### src/rtl/uart_rx_fifo.sv
// UART receiver: oversampled start/data/parity/stop detection feeding a
// show-ahead RX FIFO that stores a parity- and framing-error flag with each word.
`timescale 1ns/1ps
module uart_rx_fifo #(
  parameter int unsigned CLK_HZ     = 50_000_000,
  parameter int unsigned BAUD       = 115_200,
  parameter int unsigned OVERSAMPLE = 16,
  parameter int unsigned DATA_BITS  = 8,
  parameter int unsigned PARITY     = 0,
  parameter int unsigned STOP_BITS  = 1,
  parameter int unsigned FIFO_DEPTH = 8
) (
  input  logic                          clk,
  input  logic                          rst,
  input  logic                          rx_i,
  input  logic                          rd_en,
  output logic                          rd_valid,
  output logic [DATA_BITS-1:0]          rd_data,
  output logic                          rd_perr,
  output logic                          rd_ferr,
  output logic [$clog2(FIFO_DEPTH):0]   fifo_count,
  output logic                          overrun,
  input  logic                          clr_ovr
);

  localparam int unsigned BAUD_TICK = BAUD * OVERSAMPLE;
  localparam int unsigned DIV_RAW   = (CLK_HZ + BAUD_TICK / 2) / BAUD_TICK;
  localparam int unsigned DIV       = (DIV_RAW < 1) ? 1 : DIV_RAW;
  localparam int unsigned DW        = $clog2(DIV + 1);
  localparam int unsigned TW        = $clog2(OVERSAMPLE);
  localparam int unsigned BW        = $clog2(DATA_BITS + 1);
  localparam int unsigned AW        = $clog2(FIFO_DEPTH);
  localparam int unsigned WW        = DATA_BITS + 2;

  typedef enum logic [2:0] {IDLE, START, DATA, PAR, STOP} state_t;

  // Line synchroniser
  logic rx_meta, rx_s;

  always_ff @(posedge clk) begin
    if (rst) begin
      rx_meta <= 1'b1;
      rx_s    <= 1'b1;
    end else begin
      rx_meta <= rx_i;
      rx_s    <= rx_meta;
    end
  end

  // Oversample tick generator
  logic [DW-1:0] div_cnt;
  logic          tick;

  always_ff @(posedge clk) begin
    if (rst) begin
      div_cnt <= '0;
      tick    <= 1'b0;
    end else if (div_cnt == DW'(DIV - 1)) begin
      div_cnt <= '0;
      tick    <= 1'b1;
    end else begin
      div_cnt <= div_cnt + 1'b1;
      tick    <= 1'b0;
    end
  end

  // Receive FSM
  state_t               state, state_n;
  logic [TW-1:0]        tick_cnt;
  logic [BW-1:0]        bit_cnt;
  logic [DATA_BITS-1:0] shift;
  logic                 perr_q, ferr_q;
  logic                 mid, sample, frame_done;
  logic                 push_q;
  logic [WW-1:0]        word_q;

  always_comb begin
    state_n    = state;
    frame_done = 1'b0;
    // START counts half a bit to reach mid-bit; every later bit is a full period
    mid        = (state == START) ? (tick_cnt == TW'(OVERSAMPLE / 2 - 1))
                                  : (tick_cnt == TW'(OVERSAMPLE - 1));
    sample     = tick && (state != IDLE) && mid;
    case (state)
      IDLE:  if (tick && !rx_s) state_n = START;
      START: if (sample) state_n = rx_s ? IDLE : DATA;
      DATA:  if (sample && bit_cnt == BW'(DATA_BITS - 1))
               state_n = (PARITY != 0) ? PAR : STOP;
      PAR:   if (sample) state_n = STOP;
      STOP:  if (sample && bit_cnt == BW'(STOP_BITS - 1)) begin
               state_n    = IDLE;
               frame_done = 1'b1;
             end
      default: state_n = IDLE;
    endcase
  end

  always_ff @(posedge clk) begin
    if (rst) begin
      state    <= IDLE;
      tick_cnt <= '0;
      bit_cnt  <= '0;
      shift    <= '0;
      perr_q   <= 1'b0;
      ferr_q   <= 1'b0;
      push_q   <= 1'b0;
      word_q   <= '0;
    end else begin
      state  <= state_n;
      push_q <= frame_done;
      if (state == IDLE) begin
        tick_cnt <= '0;
        bit_cnt  <= '0;
        perr_q   <= 1'b0;
        ferr_q   <= 1'b0;
      end else if (tick) begin
        tick_cnt <= sample ? '0 : tick_cnt + 1'b1;
      end
      if (sample) begin
        case (state)
          DATA: begin
            shift   <= {rx_s, shift[DATA_BITS-1:1]};
            bit_cnt <= (bit_cnt == BW'(DATA_BITS - 1)) ? '0 : bit_cnt + 1'b1;
          end
          PAR:  perr_q <= (PARITY == 1) ? ~^{shift, rx_s} : ^{shift, rx_s};
          STOP: begin
            ferr_q  <= ferr_q | ~rx_s;
            bit_cnt <= bit_cnt + 1'b1;
          end
          default: ;
        endcase
      end
      if (frame_done) word_q <= {perr_q, ferr_q | ~rx_s, shift};
    end
  end

  // Show-ahead FIFO
  logic [WW-1:0] mem [FIFO_DEPTH];
  logic [AW-1:0] wr_ptr, rd_ptr;
  logic [AW:0]   count;
  logic          empty, full, pop, wr, ovr_set;

  always_comb begin
    empty   = (count == '0);
    full    = (count == (AW + 1)'(FIFO_DEPTH));
    pop     = rd_en && !empty;
    // a pop in the same cycle frees the slot, so a full FIFO still accepts the push
    wr      = push_q && (!full || pop);
    ovr_set = push_q && full && !pop;
  end

  always_ff @(posedge clk) begin
    if (rst) begin
      wr_ptr  <= '0;
      rd_ptr  <= '0;
      count   <= '0;
      overrun <= 1'b0;
    end else begin
      if (wr)  wr_ptr <= wr_ptr + 1'b1;
      if (pop) rd_ptr <= rd_ptr + 1'b1;
      case ({wr, pop})
        2'b10:   count <= count + 1'b1;
        2'b01:   count <= count - 1'b1;
        default: count <= count;
      endcase
      if (ovr_set)      overrun <= 1'b1;
      else if (clr_ovr) overrun <= 1'b0;
    end
  end

  always_ff @(posedge clk) begin
    if (wr) mem[wr_ptr] <= word_q;
  end

  always_comb begin
    rd_valid   = !empty;
    fifo_count = count;
    {rd_perr, rd_ferr, rd_data} = empty ? '0 : mem[rd_ptr];
  end

endmodule
### config.mk
export PLATFORM = sky130hd
export DESIGN_NAME = uart_rx_fifo
export DESIGN_NICKNAME = d
export VERILOG_FILES = /design/src/rtl/uart_rx_fifo.sv
export SDC_FILE = /design/constraint.sdc
export NUM_CORES = 1
export LEC_CHECK = 0
export ABC_AREA = 1
export CAP_MARGIN = 20
export CORE_MARGIN = 2
export CORE_UTILIZATION = 30
export CTS_CLUSTER_SIZE = 30
export DETAILED_ROUTE_END_ITERATION = 12
export DONT_BUFFER_PORTS = 1
export GPL_TIMING_DRIVEN = 1
export MAX_ROUTING_LAYER = met4
export PLACE_DENSITY = 0.53
export SLEW_MARGIN = 5
export SYNTH_ARGS = -nofsm -noshare
export SYNTH_HDL_FRONTEND = slang
export SYNTH_SLANG_ARGS = --single-unit
### constraint.sdc
create_clock -name clk -period 6.5 [get_ports clk]
set_clock_uncertainty 0.2 [all_clocks]
set_input_delay 0.975 -clock clk [delete_from_list [all_inputs] [get_ports clk]]
set_output_delay 0.975 -clock clk [all_outputs]
set_load 0.05 [all_outputs]
* Yosys cells after proc, flatten, opt, wreduce, memory -nomap -nowiden
Memories as Yosys holds them, arrays and structs flattened. A register that Yosys moved wholly into a read port is not among the register bits.
Index checks and enable logic that the tools add are counted.
** Cells by class
- $add $sub $neg :: 7
- Equality and inequality tests :: 16
- Multiplexer cells :: 30
- Bitwise operators :: 2
- Reductions and logical operators :: 25
** Operators with widths (count)
- 2-to-1 mux 3 bit :: 7
- 2-to-1 mux 4 bit :: 4
- case mux 4 bit (2 select lines) :: 2
- case mux 3 bit (5 select lines) :: 1
- 2-to-1 mux 1 bit :: 14
- adder 4 x 1 -> 4 bit (second input constant) :: 3
- 2-to-1 mux 10 bit :: 1
- != test 2 bit (second input constant) :: 5
- logical AND 1 bit :: 9
- parity 9 bit :: 1
- equality test 4 x 3 -> 1 bit (second input constant) :: 2
- equality test 4 bit (second input constant) :: 2
- zero test 4 bit :: 2
- adder 3 x 1 -> 3 bit (second input constant) :: 2
- equality test 3 x 2 -> 1 bit (second input constant) :: 2
- adder 5 x 1 -> 5 bit (second input constant) :: 1
- equality test 5 bit (second input constant) :: 1
- AND reduction 5 bit :: 1
- zero test 1 bit :: 4
- nonzero test 2 bit :: 2
- OR reduction 2 bit :: 2
- subtractor 4 x 1 -> 4 bit (second input constant) :: 1
- equality test 3 x 1 -> 1 bit (second input constant) :: 1
- equality test 3 bit (second input constant) :: 1
- other kinds (9) :: 9
** Storage, ports and cells
- Register bits after elaboration :: 51
- Memory bits (writable) :: 80
- Input port bits :: 5
- Output and inout bits :: 16
- Logic and storage cells :: 97
- Memories :: 1
** Memories
- mem :: depth 8, bits a word 10, read ports 1, clocked after Yosys merged registers in 1, wr ports 1, line 138 : logic [WW-1:0] mem [FIFO_DEPTH];

* Depth between registers and ports, before layout
Gate-level depths: netlist of the first run.
- Depth after elaboration :: 7
- Depth in mapped cells :: 15
- Depth with buffers taken out :: 15

* Worst setup path before layout of the first run
Ideal clock, no wire load.
- Kind :: reg-to-output
- Start :: reg count[0] (netlist: fifo_count[0])
- End :: out rd_data[0]
- Arrival time :: 2407 ps
- Data required time :: 5325 ps
- Slack :: 2918 ps
- Stages on the path, launching flop included :: 6
- Cell sequence :: dfxtp_1 > nor2_1 > nand3_1 > clkbuf_1 > o21ai_0 > nor2_1
** On the way
- Cells in the longest elaborated chain, start to end :: 2
** RTL lines
- start: declaration :: line 140 : logic [AW:0] count;
- start signal: assignment :: line 162 : 2'b10: count <= count + 1'b1;
- start signal: assignment :: line 163 : 2'b01: count <= count - 1'b1;
- start signal: assignment :: line 164 : default: count <= count;
- zero test 4 bit :: line 144 : empty = (count == '0);
- 2-to-1 mux 10 bit :: line 178 : {rd_perr, rd_ferr, rd_data} = empty ? '0 : mem[rd_ptr];
- end: declaration :: line 18 : output logic [DATA_BITS-1:0] rd_data,
No other way between the ends.

* Final worst setup path of the first run
- Start :: reg count[0] (netlist: fifo_count[0])
- End :: out rd_data[3]
Same word-level chain as after synthesis.

==> results.txt, run 1 <==
----------------------------------------------------
[Critical path]
  Worst Path Buf+Inv ... 0
  Top cell family by delay on the critical path ... simple AND/OR/NAND/NOR gates
  Timing startpoint of the critical path ... fifo_count[0]
  Beginning of the worst register-to-register path ... fifo_count[0]
  Endpoint type of the worst setup path ... output port
  FF-to-FF path depth ... 15
  Critical Path Fanout Max ... 12
  Critical path destination ... rd_data[3]
  CP most frequent cell ... sky130_fd_sc_hd__nor2_1
  Critical path data required time ... ~5.3 ns
  CP Depth ... 4
  Critical path startpoint category ... flop
  Library cell contributing the largest single delay on the critical path ... sky130_fd_sc_hd__nand3_1
  Max stage delay on crit path ... 0.77 ns
  Cell-by-cell trace of the critical path ... nor2_1 > nand3_1 > o21ai_0 > nor2_1
  Critical path start-end classification ... reg2out
  Register-to-register setup slack ... 2.87 ns
  FF-to-FF End ... fifo_count[3]
  Arrival time at the worst endpoint ... 3.09 ns

[Routing]
  Post-DRT Antenna Nets ... 0
  First-pass detailed-route iteration total ... 5
  Vias per std cell ... 4.87
  Final Routed Wirelength ... 12100 µm
  Routed wire per std cell ... around 15 µm
  DR iter-0 viols ... 305
  Final routed DRC violation total ... 0
  Via count ... ~4000

[Pwr]
  Static leakage power ... 2.31 nW
  Clock Power Share ... 36.4%
  Max rail drop VDD ... between 0.00015 and 0.0002 V
  Cell-internal power ... ~1.6 mW
  Switching Fraction ... a little over a third
  Comb power frac ... 25.5%
  Final Total Pwr ... 2.53 mW
  Net Sw Power ... 0.894 mW
  Pwr per Cell Area ... 388 nW/µm²
  Register share of total power ... 38.2%

[Clocking]
  Clock tree from TritonCTS ... yes
  Clock-pin slew of the registers on the worst-case setup and hold paths ... about 0.050 ns
  Count of cells resized by post-cts repair ... 0
  Number of clock sinks ... 134
  Max Buffers Root-to-Sink ... 2
  Total clock buffers created by CTS ... 17
  Hold buffer count at cts ... 0
  Clk Tree Root Cell ... sky130_fd_sc_hd__clkbuf_16
  Clock network latency to the later pin of the worst-skew pair ... 0.41 ns
  H-tree depth ... 4
  # Post-CTS Setup Buffers ... 0

[GRT]
  GR peak layer ... met2
  Global-route met1 utilization ... around 16%
  Overall overflow remaining after global route ... 0
  Overall global routing resource usage ... 13.3%
  Met3 global-route usage ... 4.24%
  Antenna violations before repair ... 0
  Pin count of the biggest net entering global routing ... 42
  First-pass GRT wire length ... about 20000 µm
  Met2 Track Usage GR ... around a fifth
  Via count of the first global-routing pass ... roughly 4000

[Logic synthesis]
  Sequential area share after synthesis ... 60.9%
  Most area-consuming cells after synthesis ... sky130_fd_sc_hd__edfxtp_1, sky130_fd_sc_hd__dfxtp_1, sky130_fd_sc_hd__nor2_1
  Dominant register cell in the synthesized netlist ... sky130_fd_sc_hd__edfxtp_1
  Synthesized Nets ... approximately 600
  Top cells by instance count after synthesis ... sky130_fd_sc_hd__nor2_1, sky130_fd_sc_hd__edfxtp_1, sky130_fd_sc_hd__nand2_1
  Share of async-settable or async-resettable flops after synthesis ... 0%
  Count of flip-flops with a built-in enable after synthesis ... 80
  Area of the mapped netlist ... 5720 µm²
  Syn avg cell area ... roughly 10 µm²
  Flop and latch count out of synthesis ... between 100 and 150
  Cell with the most instances after synthesis ... sky130_fd_sc_hd__nor2_1
  Warning count from the yosys run ... 0
  Synth top area share ... 42.0%
  Post-synthesis cell count ... 581
  Cell taking the most area after synthesis ... sky130_fd_sc_hd__edfxtp_1
  Library cells used by synthesis ... 34

[Final layout]
  Nets@finish ... 596
  Area grow syn2layout ... 14.2%
  Multi-input logic area ... 1950 µm²
  Antenna Diode Count ... 0
  Final instance area ... about 6500 µm²
  Share of final-layout standard cells stronger than drive strength 1 ... 9.27%
  Register area ... approximately 3500 µm²
  FILL cells ... 1872

[Floorplan]
  Placeable core region ... 18700 µm²
  Number of rows in the core area ... 50
  Width of the die ... between 100 and 150 µm
  Initial Utilization ... 30.6%
  Floorplan die area ... 20200 µm²
  I/O Pins ... 21
  Y dimension of the die ... 142 µm

[Timing]
  RSZ-0062 raised after global routing ... no
  Slew of the pin with the lowest slew margin ... 1.12 ns
  Post-layout min period ... roughly 4.3 ns
  Headroom to the max-slew limit ... 25.0%
  Maximum achievable frequency ... around 230 MHz
  Max-slew violation total from the final report ... 0
  Post-route clock period utilization ... 65.7%
  Setup violation total in the final timing report ... 0
  Total negative setup slack ... 0 ns
  Number of failing hold endpoints at the final stage ... 0

[Placement]
  Total of buffers placed on input and output ports ... 0
  Post-detailed-placement cell area ... 5910 µm²
  Placer's final routability congestion estimate ... 0.823
  DP HPWL ... 7990 µm

[Hold path]
  Instance count along the most critical hold path ... 1
  Type of the worst min-delay path ... reg2reg

[Status]
  Outcome ... completed

[Flow run]
  Max_cap viols ... 0

----------------------------------------------------
[cell usage in the layout, fill, tap and decap left out, types with 2 or more instances in the layout]
| cell | Yosys | layout |
|---|---|---|
| sky130_fd_sc_hd__a21oi_1 | 43 | 43 |
| sky130_fd_sc_hd__a21oi_2 | 2 | 2 |
| sky130_fd_sc_hd__buf_4 | 3 | 4 |
| sky130_fd_sc_hd__bufinv_16 | 0 | 2 |
| sky130_fd_sc_hd__clkbuf_16 | 0 | 17 |
| sky130_fd_sc_hd__clkinv_2 | 0 | 4 |
| sky130_fd_sc_hd__clkinv_4 | 0 | 3 |
| sky130_fd_sc_hd__dfxtp_1 | 54 | 54 |
| sky130_fd_sc_hd__edfxtp_1 | 80 | 80 |
| sky130_fd_sc_hd__ha_1 | 10 | 10 |
| sky130_fd_sc_hd__inv_1 | 43 | 43 |
| sky130_fd_sc_hd__inv_2 | 2 | 2 |
| sky130_fd_sc_hd__inv_6 | 0 | 4 |
| sky130_fd_sc_hd__nand2_1 | 57 | 57 |
| sky130_fd_sc_hd__nand2_2 | 6 | 6 |
| sky130_fd_sc_hd__nand3_1 | 31 | 31 |
| sky130_fd_sc_hd__nand3_2 | 2 | 2 |
| sky130_fd_sc_hd__nand4_1 | 11 | 11 |
| sky130_fd_sc_hd__nor2_1 | 114 | 114 |
| sky130_fd_sc_hd__nor3_1 | 3 | 3 |
| sky130_fd_sc_hd__o21ai_0 | 48 | 48 |
| sky130_fd_sc_hd__o21ai_1 | 6 | 6 |
| sky130_fd_sc_hd__o32ai_1 | 20 | 20 |
| sky130_fd_sc_hd__or2_2 | 2 | 2 |
| sky130_fd_sc_hd__xnor2_1 | 8 | 8 |
| sky130_fd_sc_hd__xor2_1 | 3 | 3 |
[per-stage QoR]
step / utilization (%) / worst slack [ns] / cells / hold slack [ns]
floorplan: - / 2.92 / 581 / 0.189
global placement: 31.6 / 2.69 / 791 / 0.194
detailed placement: 31.6 / 2.59 / 791 / 0.192
CTS: 34.7 / 2.13 / 823 / 0.206
global route: 34.9 / 2.03 / 827 / 0.216
finish: 34.9 / 2.23 / 827 / 0.206
[power groups by stage]
stage | clock network (mW) | registers, mW | logic [mW]
after global routing | 0.991 | 0.970 | 0.715
after CTS | 0.947 | 0.966 | 0.632
after detailed placement | 0 | 0.984 | 0.630
after global placement | 0 | 0.983 | 0.610
after floorplan | 0 | 0.980 | 0.522
final | 0.922 | 0.966 | 0.645
[worst min path at each step]
stage                end  startpoint  slack [ns]
finish              rx_s     rx_meta        0.21
global route        rx_s     rx_meta        0.22
CTS                 rx_s     rx_meta        0.21
detailed placement  rx_s     rx_meta        0.19
global placement    rx_s     rx_meta        0.19
floorplan           rx_s     rx_meta        0.19
[state kept, by name, indices dropped and copies added (netlist names), named ones only]
signal and cells:
word_q 10, bit_cnt 4, shift 8, rd_ptr 3, tick 1, fifo_count 4, overrun 1, state 3
rx_s 1, push_q 1, tick_cnt 4, rx_meta 1, ferr_q 1, perr_q 1, mem 80, wr_ptr 3
div_cnt 5
[layout make-up]
class	count	share of cell area (%)
clock buffers	18	6.57
clock inverters	14	2.28
inverters	45	2.59
multi-input cells	376	29.8
flip-flops and latches	134	53.3
well taps	234	4.48
repair buffers	6	0.958
[layer usage]
metal  routed length [µm]  up-vias
li1                     -     2021
met1                 5590     1906
met2                 5870       92
met3                  524        8
met4                  100        0
met5                    0        -
[kinds of logic after synthesis]
family / after synthesis / share of synthesized area (%)
flip-flops: 134 / 60.9
adder cells (fa/ha/maj): 11 / 2.54
AO/OA/AOI/OAI: 120 / 12.0
XOR/XNOR: 11 / 1.68
AND/OR/NAND/NOR: 234 / 17.8
buffers and inverters: 71 / 5.05
No activity file was read; power rests on OpenSTA's default activity.
==> run 2, diff against run 1 <==
--- a/config.mk
+++ b/config.mk
@@ -14,7 +14,7 @@
 export DONT_BUFFER_PORTS = 1
 export GPL_TIMING_DRIVEN = 1
 export MAX_ROUTING_LAYER = met4
-export PLACE_DENSITY = 0.53
+export PLACE_DENSITY = 0.54
 export SLEW_MARGIN = 5
 export SYNTH_ARGS = -nofsm -noshare
 export SYNTH_HDL_FRONTEND = slang
==> constraint.sdc (replaced) <==
create_clock -name clk -period 3.9 [get_ports clk]
set_clock_uncertainty 0.2 [all_clocks]
set_input_delay 0.585 -clock clk [delete_from_list [all_inputs] [get_ports clk]]
set_output_delay 0.585 -clock clk [all_outputs]
set_load 0.05 [all_outputs]
==> run 2 against run 1 <==
Net effect:
- die area stayed put
- global-route usage shrank 0.16 points
- combinational power rose by 77%
- sequential power rose by 69%
- clock power increased by 72%
- core utilization grew 0.76 points
- critical path depth up 3
- final area up 2.2%
- critical path type unchanged
- highest routed layer unchanged
==> results.txt, run 2 (synthesis gave the netlist of run 1 again) <==
----------------------------------------------------
[Final layout]
  Antenna Diode Count ... 0 (unchanged)
  Largest register FFs ... 80 (unchanged)
  Final instance area ... 6680 µm² (was 6530 µm²)
  Largest register by flop count ... mem (unchanged)
  Largest registers ... mem: 80 flops, word_q: 10 flops, shift: 8 flops (unchanged)
  Commonest non-fill, non-tap cell in the layout ... sky130_fd_sc_hd__nor2_1 (unchanged)
  Area grow syn2layout ... 16.7% (was 14.2%)
  FILL cells ... 1841 (was 1872)
  Final std cells w/o fill ... 845 (was 827)
  Nets@finish ... 614 (was 596)
  Share of final-layout standard cells stronger than drive strength 1 ... 11.8% (was 9.27%)
  Share of the core filled with cells ... 35.7% (was 34.9%)
  Most frequent cells in the layout ... sky130_fd_sc_hd__nor2_1, sky130_fd_sc_hd__edfxtp_1, sky130_fd_sc_hd__nand2_1 (unchanged)

[Timing]
  Number of failing hold endpoints at the final stage ... 0 (unchanged)
  Post-route clock period utilization ... around four fifths
  Max-slew violation total from the final report ... 0 (unchanged)
  RSZ-0062 raised after global routing ... no (unchanged)
  Headroom to the max-slew limit ... 38.5% (was 25.0%)
  Total negative setup slack ... 0 ns (unchanged)
  Setup violation total in the final timing report ... 0 (unchanged)
  Slew of the pin with the lowest slew margin ... 0.921 ns (was 1.12 ns)
  Fin worst setup slack ... 0.728 ns (was 2.23 ns)
  Maximum achievable frequency ... 315 MHz
  Post-layout min period ... 3.17 ns

[Critical path]
  Endpoint type of the worst setup path ... output port (unchanged)
  Library cell contributing the largest single delay on the critical path ... sky130_fd_sc_hd__inv_1 (was sky130_fd_sc_hd__nand3_1)
  Critical Path Fanout Max ... 25 (was 12)
  Cell-by-cell trace of the critical path ... inv_1 > buf_4 > nor2_1 > o32ai_1 > nor2_1 > nor2_1 > buf_4 (was nor2_1 > nand3_1 > o21ai_0 > nor2_1)
  CP most frequent cell ... sky130_fd_sc_hd__nor2_1 (unchanged)
  FF-to-FF path depth ... 15 (unchanged)
  Max stage delay on crit path ... 0.59 ns (was 0.77 ns)
  Critical path startpoint category ... flop (unchanged)
  CP Depth ... 7 (was 4)
  Arrival time at the worst endpoint ... 2.39 ns (was 3.09 ns)
  Worst Path Buf+Inv ... 3 (was 0)
  Critical path start-end classification ... reg2out (unchanged)
  Critical path data required time ... 3.12 ns (was 5.32 ns)
  Top cell family by delay on the critical path ... buffers and inverters (was simple AND/OR/NAND/NOR gates)

[Routing]
  First-pass detailed-route iteration total ... 4 (was 5)
  Final Routed Wirelength ... 12400 µm (was 12100 µm)
  Final routed DRC violation total ... 0 (unchanged)
  Via count ... 4108 (was 4027)
  Routed wire per std cell ... 14.6 µm (about the same)
  Post-DRT Antenna Nets ... 0 (unchanged)
  Vias per std cell ... 4.86 (was 4.87)
  DR iter-0 viols ... 263 (was 305)

[Clocking]
  Number of clock sinks ... 134 (unchanged)
  Count of cells resized by post-cts repair ... 0 (unchanged)
  Clock network latency to the later pin of the worst-skew pair ... 0.41 ns (about the same)
  Total clock buffers created by CTS ... 17 (unchanged)
  Clock tree from TritonCTS ... yes (unchanged)
  # Post-CTS Setup Buffers ... 0 (unchanged)
  H-tree depth ... 4 (unchanged)
  Clock-pin slew of the registers on the worst-case setup and hold paths ... 0.05 ns (about the same)
  Clk Tree Root Cell ... sky130_fd_sc_hd__clkbuf_16 (unchanged)
  Max Buffers Root-to-Sink ... 2 (unchanged)
  Hold buffer count at cts ... 0 (unchanged)

[Placement]
  Number of cells after detailed placement ... 813 (was 791)
  Worst slack after detailed placement ... 1.15 ns (was 2.59 ns)
  Total of buffers placed on input and output ports ... 0 (unchanged)
  DP HPWL ... 7990 µm (about the same)
  Placer's final routability congestion estimate ... 0.833 (was 0.823)
  Post-detailed-placement cell area ... 6070 µm² (was 5910 µm²)

[GRT]
  Antenna violations before repair ... 0 (unchanged)
  Overall overflow remaining after global route ... 0 (unchanged)
  First-pass GRT wire length ... 19800 µm (was 20000 µm)
  Pin count of the biggest net entering global routing ... 41 (was 42)
  Overall global routing resource usage ... 13.1% (was 13.3%)
  Via count of the first global-routing pass ... 3951 (was 3975)

[Hold path]
  Type of the worst min-delay path ... in2reg (was reg2reg)
  Instance count along the most critical hold path ... 1 (unchanged)

[Floorplan]
  Y dimension of the die ... 142 µm (unchanged)
  Width of the die ... 142 µm (unchanged)
  Floorplan die area ... 20200 µm² (unchanged)
  Number of rows in the core area ... 50 (unchanged)
  Initial Utilization ... 30.6% (unchanged)
  I/O Pins ... 21 (unchanged)
  Placeable core region ... 18700 µm² (unchanged)

[Flow run]
  Max_cap viols ... 0 (unchanged)

[Status]
  Outcome ... completed (unchanged)

[Pwr]
  Static leakage power ... 2.40 nW (was 2.31 nW)
  Max rail drop VDD ... 0.000369 V (was 0.000182 V)
  Pwr per Cell Area ... 655 nW/µm² (was 388 nW/µm²)

----------------------------------------------------
==> run 2: cell types whose count changed in the layout (fill, tap and decap cells not counted) <==
cell                         delta
sky130_fd_sc_hd__clkinv_4       -1
sky130_fd_sc_hd__clkinv_1       +1
sky130_fd_sc_hd__inv_6          -2
sky130_fd_sc_hd__clkbuf_8       +4
sky130_fd_sc_hd__buf_2          -1
sky130_fd_sc_hd__clkinvlp_4     +1
sky130_fd_sc_hd__clkinv_2       -3
sky130_fd_sc_hd__buf_4         +20
sky130_fd_sc_hd__buf_16         -1
==> run 2: power by group <==
group          internal [mW]  leakage [nW]  switching, mW
registers               1.52          1.18          0.108
logic                  0.339         0.928          0.804
clock network           1.01         0.291          0.582
total                   2.87          2.40           1.49
==> run 2: metal layers <==
metal	track usage (%)	wire, µm
met4	3.84	91
met3	4.07	721
met5	-	0
met2	21.3	5930
met1	15.7	5630
==> run 2: worst register-to-register path, cell delays in order (launching register included) <==
cell and delay [ns]:
sky130_fd_sc_hd__dfxtp_1 0.72, sky130_fd_sc_hd__nor2_1 0.17, sky130_fd_sc_hd__nand3_1 0.14, sky130_fd_sc_hd__nand2_1 0.07
sky130_fd_sc_hd__inv_1 0.16, sky130_fd_sc_hd__ha_1 0.24, sky130_fd_sc_hd__ha_1 0.24, sky130_fd_sc_hd__nand2_1 0.07
sky130_fd_sc_hd__nand2_1 0.07, sky130_fd_sc_hd__a21oi_1 0.17, sky130_fd_sc_hd__nor2_1 0.06, sky130_fd_sc_hd__nor2_1 0.09
sky130_fd_sc_hd__nand2_1 0.07, sky130_fd_sc_hd__nand2_1 0.06, sky130_fd_sc_hd__nand2_1 0.05, sky130_fd_sc_hd__nor2_1 0.08
==> run 2: layout make-up <==
class / instances / area [µm²] / area share (%)
Sequential cell: 134 / 3480 / 52.2
Multi-Input combinational cell: 376 / 1950 / 29.2
Clock buffer: 22 / 484 / 7.25
Tap cell: 234 / 293 / 4.39
Timing Repair Buffer: 24 / 180 / 2.70
Inverter: 45 / 169 / 2.53
Clock inverter: 10 / 119 / 1.78
==> run 2: final timing paths <==
check           startpoint             to  slack, ns
max                   flop     rd_data[1]       0.73
min                    rst           tick       0.04
max reg2reg  fifo_count[0]  fifo_count[3]       1.18
min reg2reg        rx_meta           rx_s       0.21
==> run 2: per-stage QoR <==
stage               hold WS (ns)  total power, mW
finish                    0.0423             4.37
CTS                       0.0233             4.41
floorplan                  0.189             2.50
detailed placement         0.196             2.81
global route              0.0204             4.59
global placement           0.197             2.79
